$ cat config.mk
export PLATFORM = sky130hd
export DESIGN_NAME = usb_bit_receiver
export DESIGN_NICKNAME = d
export VERILOG_FILES = /design/src/rtl/usb_rx_pkg.sv /design/src/rtl/nrzi_bit_decoder.sv /design/src/rtl/usb_bit_receiver.sv
export SDC_FILE = /design/constraint.sdc
export NUM_CORES = 1
export LEC_CHECK = 0
export CORE_ASPECT_RATIO = 1.25
export CORE_UTILIZATION = 56
export DETAILED_ROUTE_END_ITERATION = 8
export PLACE_DENSITY_LB_ADDON = 0.05
export SLEW_MARGIN = 20
export SYNTH_ARGS = -nofsm -noshare
export SYNTH_HDL_FRONTEND = slang
export SYNTH_SLANG_ARGS = --single-unit
export TNS_END_PERCENT = 50
$ cat constraint.sdc
create_clock -name clk -period 2.5 [get_ports clk]
set_clock_uncertainty 0.1 [all_clocks]
set_input_delay 0.5 -clock clk [delete_from_list [all_inputs] [get_ports clk]]
set_output_delay 0.5 -clock clk [all_outputs]
set_load 0.02 [all_outputs]
$ cat src/rtl/usb_rx_pkg.sv
// Shared types and defaults for the USB receive bit layer.
// Pure declarations: no latency, no flow control.
package usb_rx_pkg;

    typedef enum logic [1:0] {
        IDLE   = 2'd0,
        DATA   = 2'd1,
        WAIT_J = 2'd2
    } rx_state_t;

    localparam logic [7:0]  SYNC_PATTERN_DEF = 8'h80;
    localparam int unsigned STUFF_LEN_DEF    = 6;

endpackage

$ cat src/rtl/nrzi_bit_decoder.sv
// NRZI decoder: remembers the previous line level and flags "no transition" as a decoded 1.
// dbit_o is combinational from line_bit_i; prev level advances only on strobes, clr_i forces idle J.
module nrzi_bit_decoder (
    input  logic clk,
    input  logic nRST,
    input  logic clr_i,
    input  logic strobe_i,
    input  logic line_bit_i,
    output logic dbit_o
);

    logic prev_line_q;
    logic prev_line_d;

    always_comb begin
        prev_line_d = prev_line_q;
        if (clr_i) begin
            prev_line_d = 1'b1;
        end else if (strobe_i) begin
            prev_line_d = line_bit_i;
        end
    end

    always_ff @(posedge clk or negedge nRST) begin
        if (!nRST) begin
            prev_line_q <= 1'b1;
        end else begin
            prev_line_q <= prev_line_d;
        end
    end

    assign dbit_o = (line_bit_i == prev_line_q);

endmodule

$ cat src/rtl/usb_bit_receiver.sv
// USB receive bit layer: NRZI decode, SYNC hunt, destuffing, LSB-first byte assembly, EOP/stuff-error flags.
// All event outputs are registered one clk after the triggering bit_strobe; no backpressure, one bit per strobe.
module usb_bit_receiver
    import usb_rx_pkg::*;
#(
    parameter logic [7:0]  SYNC_PATTERN = SYNC_PATTERN_DEF,
    parameter int unsigned STUFF_LEN    = STUFF_LEN_DEF
) (
    input  logic       clk,
    input  logic       nRST,
    input  logic       en,
    input  logic       bit_strobe,
    input  logic       line_bit,
    input  logic       se0,
    output logic       rx_active,
    output logic [7:0] data_byte,
    output logic       byte_valid,
    output logic       eop,
    output logic       eop_partial,
    output logic       stuff_err
);

    localparam logic [2:0] STUFF_CNT = 3'(STUFF_LEN);

    rx_state_t  state_q,       state_d;
    logic [2:0] ones_cnt_q,    ones_cnt_d;
    logic [2:0] bit_cnt_q,     bit_cnt_d;
    logic [7:0] sync_sr_q,     sync_sr_d;
    logic [3:0] sync_cnt_q,    sync_cnt_d;
    logic [7:0] byte_sr_q,     byte_sr_d;
    logic       rx_active_q,   rx_active_d;
    logic [7:0] data_byte_q,   data_byte_d;
    logic       byte_valid_q,  byte_valid_d;
    logic       eop_q,         eop_d;
    logic       eop_partial_q, eop_partial_d;
    logic       stuff_err_q,   stuff_err_d;

    logic dbit;

    nrzi_bit_decoder u_nrzi (
        .clk        (clk),
        .nRST       (nRST),
        .clr_i      (!en),
        .strobe_i   (bit_strobe),
        .line_bit_i (line_bit),
        .dbit_o     (dbit)
    );

    always_comb begin
        state_d       = state_q;
        ones_cnt_d    = ones_cnt_q;
        bit_cnt_d     = bit_cnt_q;
        sync_sr_d     = sync_sr_q;
        sync_cnt_d    = sync_cnt_q;
        byte_sr_d     = byte_sr_q;
        rx_active_d   = rx_active_q;
        data_byte_d   = data_byte_q;
        byte_valid_d  = 1'b0;
        eop_d         = 1'b0;
        eop_partial_d = 1'b0;
        stuff_err_d   = 1'b0;

        if (!en) begin
            state_d     = IDLE;
            ones_cnt_d  = 3'd0;
            bit_cnt_d   = 3'd0;
            sync_sr_d   = 8'h00;
            sync_cnt_d  = 4'd0;
            byte_sr_d   = 8'h00;
            rx_active_d = 1'b0;
        end else if (bit_strobe) begin
            unique case (state_q)
                IDLE: begin
                    if (se0) begin
                        sync_sr_d  = 8'h00;
                        sync_cnt_d = 4'd0;
                    end else begin
                        sync_sr_d = {dbit, sync_sr_q[7:1]};
                        if (sync_cnt_q != 4'd8) begin
                            sync_cnt_d = sync_cnt_q + 4'd1;
                        end
                        // A cleared register plus one idle 1 aliases 8'h80, so demand a full byte of history.
                        if (sync_cnt_q >= 4'd7 && sync_sr_d == SYNC_PATTERN) begin
                            state_d     = DATA;
                            rx_active_d = 1'b1;
                            ones_cnt_d  = 3'd1;
                            bit_cnt_d   = 3'd0;
                            byte_sr_d   = 8'h00;
                        end
                    end
                end

                DATA: begin
                    if (se0) begin
                        eop_d         = 1'b1;
                        eop_partial_d = (bit_cnt_q != 3'd0);
                        rx_active_d   = 1'b0;
                        state_d       = WAIT_J;
                    end else if (ones_cnt_q == STUFF_CNT) begin
                        if (dbit) begin
                            stuff_err_d = 1'b1;
                            rx_active_d = 1'b0;
                            state_d     = WAIT_J;
                        end else begin
                            ones_cnt_d = 3'd0;
                        end
                    end else begin
                        byte_sr_d  = {dbit, byte_sr_q[7:1]};
                        ones_cnt_d = dbit ? (ones_cnt_q + 3'd1) : 3'd0;
                        bit_cnt_d  = bit_cnt_q + 3'd1;
                        if (bit_cnt_q == 3'd7) begin
                            data_byte_d  = byte_sr_d;
                            byte_valid_d = 1'b1;
                        end
                    end
                end

                WAIT_J: begin
                    if (!se0 && line_bit) begin
                        state_d    = IDLE;
                        sync_sr_d  = 8'h00;
                        sync_cnt_d = 4'd0;
                        ones_cnt_d = 3'd0;
                        bit_cnt_d  = 3'd0;
                        byte_sr_d  = 8'h00;
                    end
                end

                default: begin
                    state_d = IDLE;
                end
            endcase
        end
    end

    always_ff @(posedge clk or negedge nRST) begin
        if (!nRST) begin
            state_q       <= IDLE;
            ones_cnt_q    <= 3'd0;
            bit_cnt_q     <= 3'd0;
            sync_sr_q     <= 8'h00;
            sync_cnt_q    <= 4'd0;
            byte_sr_q     <= 8'h00;
            rx_active_q   <= 1'b0;
            data_byte_q   <= 8'h00;
            byte_valid_q  <= 1'b0;
            eop_q         <= 1'b0;
            eop_partial_q <= 1'b0;
            stuff_err_q   <= 1'b0;
        end else begin
            state_q       <= state_d;
            ones_cnt_q    <= ones_cnt_d;
            bit_cnt_q     <= bit_cnt_d;
            sync_sr_q     <= sync_sr_d;
            sync_cnt_q    <= sync_cnt_d;
            byte_sr_q     <= byte_sr_d;
            rx_active_q   <= rx_active_d;
            data_byte_q   <= data_byte_d;
            byte_valid_q  <= byte_valid_d;
            eop_q         <= eop_d;
            eop_partial_q <= eop_partial_d;
            stuff_err_q   <= stuff_err_d;
        end
    end

    assign rx_active   = rx_active_q;
    assign data_byte   = data_byte_q;
    assign byte_valid  = byte_valid_q;
    assign eop         = eop_q;
    assign eop_partial = eop_partial_q;
    assign stuff_err   = stuff_err_q;

endmodule

Word level (Yosys, flattened, before mapping)
Index checks and enable logic that the tools add are counted.
{"block": "totals", "input_bits": 6, "wordCells": 125, "regBits": 42, "out_inout_bits": 13}
{"block": "op_classes", "n_mux": 74, "addsub": 3, "reduce_logical": 12, "n_bitwise": 2, "eq_ne": 20, "magnitude_cmp": 1}
{"operator": "$mux 8", "n": 10}
{"operator": "$mux 3", "n": 15}
{"operator": "$mux 1", "n": 29}
{"operator": "$pmux 8 s3", "n": 1}
{"operator": "$mux 4", "n": 5}
{"operator": "$ne 4x4->1 const B", "n": 5}
{"operator": "$pmux 3 s3", "n": 2}
{"operator": "$reduce_and 6->1", "n": 3}
{"operator": "$mux 2", "n": 8}
{"operator": "$pmux 8 s2", "n": 1}
{"operator": "$ne 3x3->1 const B", "n": 5}
{"operator": "$reduce_and 7->1", "n": 2}
{"operator": "$eq 8x8->1 const B", "n": 1}
{"operator": "$pmux 4 s2", "n": 1}
{"operator": "$add 3x1->3 const B", "n": 2}
{"operator": "$eq 3x3->1 const B", "n": 2}
{"operator": "$ne 3x1->1 const B", "n": 2}
{"operator": "$pmux 2 s3", "n": 1}
{"operator": "$add 4x1->4 const B", "n": 1}
{"operator": "$ge 4x3->1 const B", "n": 1}
{"operator": "$ne 4x1->1 const B", "n": 1}
{"operator": "$reduce_and 4->1", "n": 1}
{"operator": "$reduce_and 3->1", "n": 1}
{"operator": "$reduce_bool 3->1", "n": 1}
{"operator": "other kinds (9)", "n": 11}

Logic depth before layout (Yosys ltp)
Gate-level depths: netlist of run 1.
{"block": "logic_depth", "ltp_word": 8, "mapped_depth": 8, "mapped_depth_nobuf": 7}

Cells and area by module
From an unflattened synthesis of run 1, not the netlist that was laid out.
{"block": "unflattened", "cells_unflattened": 181, "area_unflattened_um2": 1971.9}
{"mod": "usb_bit_receiver", "instances": 1, "seq_area_each_um2": 975.9, "cells_per_inst": 177, "area_each_um2": 1921.8}
{"mod": "nrzi_bit_decoder", "instances": 1, "seq_area_each_um2": 26.3, "cells_per_inst": 4, "area_each_um2": 50.0}

Least setup slack after synthesis of run 1
OpenSTA, ideal clock, no wires.
{"block": "synth_path", "path_kind": "reg-to-reg", "startpoint": "register state_q[0]", "endpoint": "register bit_cnt_q[0]", "period_less_slack_ns": 2.018, "slack_ns": 0.482, "path_buffers": 0, "required_ns": 2.275, "setup_time_ns": 0.125, "path_stages_with_launch": 8, "t_arrival_ns": 1.793, "cell_sequence": "dfrtp_1 inv_1 ha_1 nor2b_1 or3_4 a31oi_4 a21oi_2 mux2_4"}
{"block": "synth_between", "elab_chain_cells": 4, "word_cells_on_any_way": 13, "classes_between": "eq/ne: 8; mux: 3; reduce/logical: 2"}
{"element": "start: declaration", "line_no": "usb_bit_receiver.sv:25", "source": "rx_state_t state_q, state_d;"}
{"element": "start signal: assignment", "line_no": "usb_bit_receiver.sv:151", "source": "state_q <= state_d;"}
{"element": "$eq 2x2->1 (tied with other cells)", "line_no": "usb_bit_receiver.sv:72", "source": "unique case (state_q)"}
{"element": "$pmux 3 s3", "line_no": "usb_bit_receiver.sv:72"}
{"element": "$mux 3", "line_no": "usb_bit_receiver.sv:71", "source": "end else if (bit_strobe) begin"}
{"element": "$mux 3", "line_no": "usb_bit_receiver.sv:63", "source": "if (!en) begin"}
{"element": "end signal: assignment", "line_no": "usb_bit_receiver.sv:153", "source": "bit_cnt_q <= bit_cnt_d;"}
{"element": "end: declaration", "line_no": "usb_bit_receiver.sv:27", "source": "logic [2:0] bit_cnt_q, bit_cnt_d;"}
Parallel ways exist; a longest one is shown, timed or not. The select of a mux whose other input is x is not followed.
A chain may end at the register's enable or synchronous reset.

Worst setup path in the final report of run 1
Same ends and word-level chain as after synthesis.

==> reports/metrics.csv, run 1 <==
metric;value;unit
outcome;finished clean;
via_per_inst;5.996;
clock-sinks;40;
place_inst;249;
synth_warnings;0;
drive_above_1_share;20.64;%
relSlewSlack;42.51;%
hold_path.class;input port to async pin;
io_buffers;18;
crit_path_start_kind;register;
grt_pass1_vias;1579;
powerDensity;491.2;mW/mm^2
clkLatencyLatePin;0.29;ns
finalCoreUtilization;69.18;%
nNetsFinal;234;
ys_types;49;
vias;1541;
num_rows;24;
postPlaceCellArea;0.002322;mm^2
fp.dieArea;0.003903;mm^2
dp_slack;0.003569;ns
syn-num-nets;203;
regToRegStartpoint;state_q[0]$_DFFE_PN0P_;
gp_congestion;0.9367;
power.total;1.184;mW
clk_pin_slew_worst_paths;0.08;ns
routed_wl;4096;um
grt_pass1_wl;7196;um
cts_made_buffers;5;
detailed_place_hpwl;2999;um
fill_cells;285;
maxCapViolations;0;
worstSetupEndpointType;register;
cp_cell_sequence;inv_1 > ha_1 > nor2b_1 > or3_4 > a31oi_4 > a21oi_2 > mux2_4;
tns;0;ns
rsz0062_at_grt;no;
cts_tree;yes;
n_antenna_cell;0;
cts_setup_buffers;0;
timing.final.crit_period;2.231;ns
synth.avg_cell_area;11.01;um^2
ant_nets;0;
drt_iter0_markers;98;
die_w;56.08;um
netlist_area;0.002047;mm^2
setup_viol;0;
syn2layout_area_growth;17.73;%
fin_cells;257;
holdWs;0.2165;ns
core_area;0.003483;mm^2
initial_core_util;58.76;%
netlist_instances;186;
tightest_slew;0.8624;ns
crit_arrival;2.31;ns
crit_fanout;10;
grt_max_degree;41;
cts-root-buf;clkbuf_8;
ys.flop_type;dfrtp_1;
p_leak;1.105;nW
final_cell_area;0.002410;mm^2
worstRegToRegCells;7;
htreeDepth;2;
setup.worst_path.class;register to register;
overflow;0;
chipHeight;69.60;um
cts_resized;0;
cpPeakStageDelay;0.43;ns
wire_per_inst;15.94;um
required;2.58;ns
slew_viol_final;0;
synth_edf_count;0;
ys_ff_latch;40;
grtUsageTotal;23.54;%
hold_buffers;0;
reg2reg_slack;0.27;ns
max_freq;0.4483;GHz
slowest_stage;or3_4;
clock_path_buffers;2;
finalWorstSetupSlack;0.2694;ns
ios;19;
r2r_end;bit_cnt_q[0]$_DFFE_PN0P_;
ir_drop;501.0;uV
hold_viol;0;
antenna_found_initial;0;
drtPass1Iterations;4;
yosysSeqAreaShare;48.96;%
drc;0;
fin_crit_sh;89.22;%
async_reset_ff_share;100.0;%
## power breakdown
group          total, mW  leakage (nW)  switching [mW]  internal [mW]
logic             0.0946         0.506          0.0574         0.0372
clock network      0.427        0.0479           0.233          0.195
registers          0.662         0.551         0.00762          0.654
## layout make-up
type | instances | area (um^2) | share of cell area [%]
inverters | 14 | 52.55 | 2.181
clock buffers | 5 | 68.82 | 2.856
flip-flops and latches | 40 | 1002 | 41.59
clock inverters | 3 | 18.77 | 0.7788
well taps | 39 | 48.80 | 2.025
multi-input cells | 127 | 960.9 | 39.88
repair buffers | 29 | 257.7 | 10.70
## cell families (layout without fill, tap and decap cells)
logic type / after synthesis / count (layout) / share of synthesized area [%]
DFF: 40 / 40 / 48.96
buffers and inverters: 19 / 51 / 4.095
xor gates and xnor gates: 2 / 2 / 1.223
AOI/OAI and AO/OA: 50 / 50 / 18.52
and+or+nand+nor: 54 / 54 / 14.85
muxes: 10 / 10 / 5.623
adders and majority gates: 11 / 11 / 6.724
## routing by layer
layer	part of all wire, %	vias up	global-route usage, %
met3	4.5	4	5.784
met5	0	-	0
met1	43	763	28.94
met2	52	50	39.02
met4	1.1	0	10.30
li1	-	724	-
## worst max-delay path by stage
stage	start	end	slack, ns	cells after the start
after floorplan	state_q[0]$_DFFE_PN0P_	bit_cnt_q[0]$_DFFE_PN0P_	0.48	7
after CTS	state_q[0]$_DFFE_PN0P_	bit_cnt_q[0]$_DFFE_PN0P_	0.27	7
after detailed placement	line_bit	bit_cnt_q[0]$_DFFE_PN0P_	0.004	5
final	state_q[0]$_DFFE_PN0P_	bit_cnt_q[0]$_DFFE_PN0P_	0.27	7
after global placement	line_bit	bit_cnt_q[0]$_DFFE_PN0P_	0.08	6
after global routing	state_q[0]$_DFFE_PN0P_	bit_cnt_q[0]$_DFFE_PN0P_	0.18	7
## synth_stat cells (2+ instances only)
| master | instances | share of area [%] |
|---|---|---|
| a22o_1 | 9 | 3.9 |
| dfrtp_1 | 39 | 48 |
| o31ai_1 | 4 | 1.5 |
| nand3_1 | 5 | 1.2 |
| nor3_1 | 8 | 2.0 |
| mux2_2 | 8 | 4.4 |
| and2b_2 | 2 | 0.86 |
| a21boi_0 | 2 | 0.73 |
| nand2_1 | 19 | 3.5 |
| inv_1 | 14 | 2.6 |
| a21oi_1 | 7 | 1.7 |
| and2_1 | 2 | 0.61 |
| ha_1 | 11 | 6.7 |
| clkbuf_1 | 2 | 0.37 |
| o21ai_0 | 16 | 3.9 |
| nor2_1 | 3 | 0.55 |
| a21o_1 | 2 | 0.73 |
| nand2b_1 | 2 | 0.61 |
## sequential cells by signal, indices dropped and copies added, names as in the netlist
| register | cells |
|---|---|
| eop_partial | 1 |
| stuff_err | 1 |
| eop | 1 |
| byte_valid | 1 |
| bit_cnt_q | 3 |
| byte_sr_q | 7 |
| u_nrzi.prev_line_q | 1 |
| ones_cnt_q | 3 |
| rx_active | 1 |
| data_byte | 8 |
| sync_sr_q | 7 |
| sync_cnt_q | 4 |
| state_q | 2 |
## critical path, delay by kind of cell (launching register included)
family	cells	cell delay, ns
AO/OA/AOI/OAI	2	0.33
AND/OR/NAND/NOR	2	0.61
buffers and inverters	1	0.09
multiplexers	1	0.30
adder cells (fa/ha/maj)	1	0.28
flip-flops	1	0.40
## cells in the final DEF (no fill, tap or decap), types with 3 or more instances in the layout
| master | instances |
|---|---|
| buf_4 | 11 |
| o21ai_0 | 16 |
| nand3_1 | 5 |
| nor3_1 | 8 |
| mux2_2 | 8 |
| nand2_1 | 19 |
| o31ai_1 | 4 |
| dfrtp_1 | 39 |
| clkdlybuf4s50_1 | 17 |
| nor2_1 | 3 |
| clkbuf_8 | 5 |
| a21oi_1 | 7 |
| ha_1 | 11 |
| inv_1 | 14 |
| a22o_1 | 9 |
Power figures use the tool's default switching activity.
==> inputs of run 2 (changes only) <==
Settings changed: CORE_MARGIN set to 4.
==> reports/metrics.csv, run 2 (synthesized netlist as in run 1, its figures left out) <==
metric;value;unit
final_common_cell;dfrtp_1;
final_cell_area;0.002437;mm^2
ant_nets;0;
cts_resized;0;
wl_met2;2365;um
crit_arrival;2.33;ns
gp_congestion;0.9185;
tightest_slew;0.8528;ns
met3WireLength;188;um
worstSetupEndpointType;register;
cts_tree;yes;
routed_wl;4343;um
hold_buffers;0;
maxCapViolations;0;
nNetsFinal;234;
io_buffers;18;
clock-sinks;40;
syn2layout_area_growth;19.07;%
cts-root-buf;clkbuf_8;
grtUsageTotal;22.29;%
htreeDepth;2;
detailed_place_hpwl;3248;um
vias;1547;
wl_met1;1721;um
slew_viol_final;0;
fin_crit_sh;90.16;%
powerDensity;531.1;mW/mm^2
drc;0;
clk_pin_slew_worst_paths;0.08;ns
initial_core_util;58.26;%
outcome;finished clean;
hold_path.class;input port to async pin;
p_leak;1.112;nW
core_area;0.003513;mm^2
drive_above_1_share;20.64;%
timing.final.crit_period;2.254;ns
worstRegToRegCells;7;
cts_setup_buffers;0;
n_antenna_cell;0;
chipHeight;75.60;um
largest_reg_flops;8;
drt_iter0_markers;85;
cts_made_buffers;5;
drtPass1Iterations;4;
tns;0;ns
hold_viol;0;
ios;19;
grt_max_degree;41;
clock_path_buffers;2;
crit_fanout;10;
dr.max_layer_used;met4;
setup.worst_path.class;register to register;
grt_pass1_wl;7693;um
antenna_found_initial;0;
max_freq;0.4436;GHz
overflow;0;
crit_path_start_kind;register;
ir_drop;394.8;uV
grt_pass1_vias;1648;
fp.dieArea;0.004693;mm^2
wire_per_inst;16.90;um
die_w;62.08;um
setup_viol;0;
required;2.58;ns
relSlewSlack;43.15;%
via_per_inst;6.019;
most-common-layout-cells;dfrtp_1 (39), nand2_1 (19), clkdlybuf4s50_1 (17);
postPlaceCellArea;0.002322;mm^2
num_rows;24;
rsz0062_at_grt;no;
clkLatencyLatePin;0.30;ns
[run 2: cell types whose count changed in the layout (fill, tap and decap cells not counted)]
cell,delta
clkinv_2,-2
inv_6,+1
clkinvlp_4,+1
bufinv_16,+1
clkinv_4,-1
[run 2: cell type report]
class	instances	area, um^2
Fill cell	280	1076
Sequential cell	40	1002
Multi-Input combinational cell	127	960.9
Timing Repair Buffer	29	257.7
Clock buffer	5	68.82
Inverter	14	52.55
Tap cell	39	48.80
Clock inverter	3	46.29
[run 2: layer usage]
metal	vias up	GRT usage, %
met2	44	39.17
li1	725	-
met5	-	0
met4	0	8.255
met1	771	26.00
met3	7	4.915
[run 2: power breakdown]
group          internal (mW)  switching, mW  leakage [nW]  total (mW)
clock network          0.301          0.238        0.0548       0.538
registers              0.654        0.00737         0.551       0.662
logic                 0.0371         0.0575         0.506      0.0946
total                  0.992          0.303          1.11        1.29
[run 2: per-stage QoR]
stage	utilization [%]	instances	power, mW	setup slack (ns)	hold slack [ns]
6_report	69.37	257	1.294	0.2459	0.2067
2_1_floorplan	-	186	0.7238	0.4818	0.1044
5_1_grt	69.37	257	1.346	0.1428	0.2592
4_1_cts	69.37	257	1.307	0.2459	0.2340
3_5_place_dp	66.10	249	0.7700	0.01074	0.3967
3_3_place_gp	66.10	249	0.7653	0.08394	0.3843
[run 2: final timing paths]
check | start | to | slack, ns
setup reg to reg | state_q[0]$_DFFE_PN0P_ | bit_cnt_q[0]$_DFFE_PN0P_ | 0.25
hold / removal | nRST | byte_valid$_DFF_PN0_ | 0.21
min in group clk | data_byte[2]$_DFFE_PN0P_ | data_byte[2]$_DFFE_PN0P_ | 0.41
setup / recovery | state_q[0]$_DFFE_PN0P_ | bit_cnt_q[0]$_DFFE_PN0P_ | 0.25
hold reg to reg | data_byte[2]$_DFFE_PN0P_ | data_byte[2]$_DFFE_PN0P_ | 0.41
max in group asynchronous | nRST | data_byte[7]$_DFFE_PN0P_ | 1.56
[run 2: worst max-delay path: stages, from the launching register on]
cell	delay (ns)
dfrtp_1	0.41
inv_1	0.11
ha_1	0.29
nor2b_1	0.18
or3_4	0.43
a31oi_4	0.17
a21oi_2	0.15
mux2_4	0.29
==> inputs of run 3 (changes only) <==
Settings changed: CAP_MARGIN set to 30, PLACE_DENSITY_LB_ADDON 0.05 to 0.1.
==> reports/metrics.csv, run 3 (synthesized netlist as in run 1, its figures left out) <==
metric;value;unit
outcome;finished clean;
reg2reg_slack;0.27;ns
setup.worst_path.class;register to register;
crit_path_start_kind;register;
clkPwrFrac;41.4;%
rsz0062_at_grt;no;
regArea;0.001002;mm^2
final_common_cell;dfrtp_1;
worstRegToRegCells;7;
maxCapViolations;0;
timing.final.crit_period;2.234;ns
cts_tree;yes;
die_w;62.08;um
fin_crit_sh;89.37;%
drive_above_1_share;20.64;%
grtUsageTotal;20.41;%
via_per_inst;5.817;
hold_viol;0;
most-common-layout-cells;dfrtp_1 (39), nand2_1 (19), clkdlybuf4s50_1 (17);
required;2.58;ns
max_freq;0.4476;GHz
clkLatencyLatePin;0.29;ns
startpoint;state_q[0]$_DFFE_PN0P_;
setup_viol;0;
clock_path_buffers;2;
hold_buffers;0;
num_rows;24;
grt_pass1_vias;1504;
core_area;0.003513;mm^2
tightest_slew;0.8486;ns
seq_power_share;51.4;%
vias;1495;
hold_path.class;input port to async pin;
finalWorstSetupSlack;0.2657;ns
ios;19;
crit_arrival;2.32;ns
drc;0;
routed_wl;4072;um
ant_nets;0;
clock-sinks;40;
syn2layout_area_growth;19.07;%
powerDensity;528.1;mW/mm^2
gp_congestion;0.8980;
chipHeight;75.60;um
grt_max_degree;41;
io_buffers;18;
place_inst;249;
nNetsFinal;234;
crit_fanout;10;
regToRegStartpoint;state_q[0]$_DFFE_PN0P_;
n_antenna_cell;0;
overflow;0;
drtPass1Iterations;4;
fp.dieArea;0.004693;mm^2
wire_per_inst;15.84;um
antenna_found_initial;0;
clk_pin_slew_worst_paths;0.08;ns
internal_power;991.6;uW
tns;0;ns
cts_setup_buffers;0;
dp_slack;0.07870;ns
r2r_end;bit_cnt_q[0]$_DFFE_PN0P_;
switching_share;22.97;%
detailed_place_hpwl;3058;um
slew_viol_final;0;
htreeDepth;2;
cts_resized;0;
relSlewSlack;43.43;%
multi_input_area;960.9;um^2
largest_reg_flops;8;
grt_pass1_wl;6975;um
fill_cells;261;
holdWs;0.2108;ns
cts-root-buf;clkbuf_8;
ir_drop;562.0;uV
cts_made_buffers;5;
drt_iter0_markers;62;
fin_cells;257;
p_comb_share;7.2;%
initial_core_util;58.26;%
worstSetupEndpointType;register;
p_leak;1.111;nW
p_sw;295.6;uW
critPathCapture;bit_cnt_q[0]$_DFFE_PN0P_;
## run 3: cell counts in the layout (fill, tap and decap cells not counted)
Identical to the previous run, type by type.
## run 3: power groups by stage
stage / sequential, mW / combinational, mW / clock (mW)
floorplan: 0.674 / 0.0498 / 0
global placement: 0.674 / 0.0910 / 0
detailed placement: 0.675 / 0.0939 / 0
CTS: 0.662 / 0.0944 / 0.547
global route: 0.663 / 0.105 / 0.571
finish: 0.662 / 0.0928 / 0.532
## run 3: layer usage
metal  up-vias  track usage (%)  wire length, um
li1        728                -                -
met1       726            25.11             1703
met2        35            33.29             2120
met3         6            4.407              163
met4         0            10.14               85
met5         -                0                0
## run 3: worst min-delay path by stage
stage | from | endpoint | cells after the start
4_1_cts | nRST | byte_valid$_DFF_PN0_ | 1
2_1_floorplan | nRST | bit_cnt_q[0]$_DFFE_PN0P_ | 0
6_report | nRST | byte_valid$_DFF_PN0_ | 1
5_1_grt | nRST | byte_valid$_DFF_PN0_ | 1
3_3_place_gp | sync_sr_q[1]$_DFFE_PN0P_ | sync_sr_q[1]$_DFFE_PN0P_ | 2
3_5_place_dp | data_byte[6]$_DFFE_PN0P_ | data_byte[6]$_DFFE_PN0P_ | 1
## run 3: critical path: stages, from the launching register on
cell	delay [ns]
dfrtp_1	0.41
inv_1	0.11
ha_1	0.29
nor2b_1	0.18
or3_4	0.43
a31oi_4	0.17
a21oi_2	0.15
mux2_4	0.29
## run 3: area by class of cell
cell class | count | area share [%]
flip-flops and latches | 40 | 41.12
multi-input cells | 127 | 39.43
repair buffers | 29 | 10.57
clock buffers | 5 | 2.823
inverters | 14 | 2.156
well taps | 39 | 2.002
clock inverters | 3 | 1.899
## run 3: through the flow
| stage | area (um^2) | total power, mW | util, % |
|---|---|---|---|
| 2_1_floorplan | 2047 | 0.7238 | - |
| 5_1_grt | 2437 | 1.339 | 69.37 |
| 6_report | 2437 | 1.287 | 69.37 |
| 3_5_place_dp | 2322 | 0.7685 | 66.10 |
| 3_3_place_gp | 2322 | 0.7651 | 66.10 |
| 4_1_cts | 2437 | 1.303 | 69.37 |
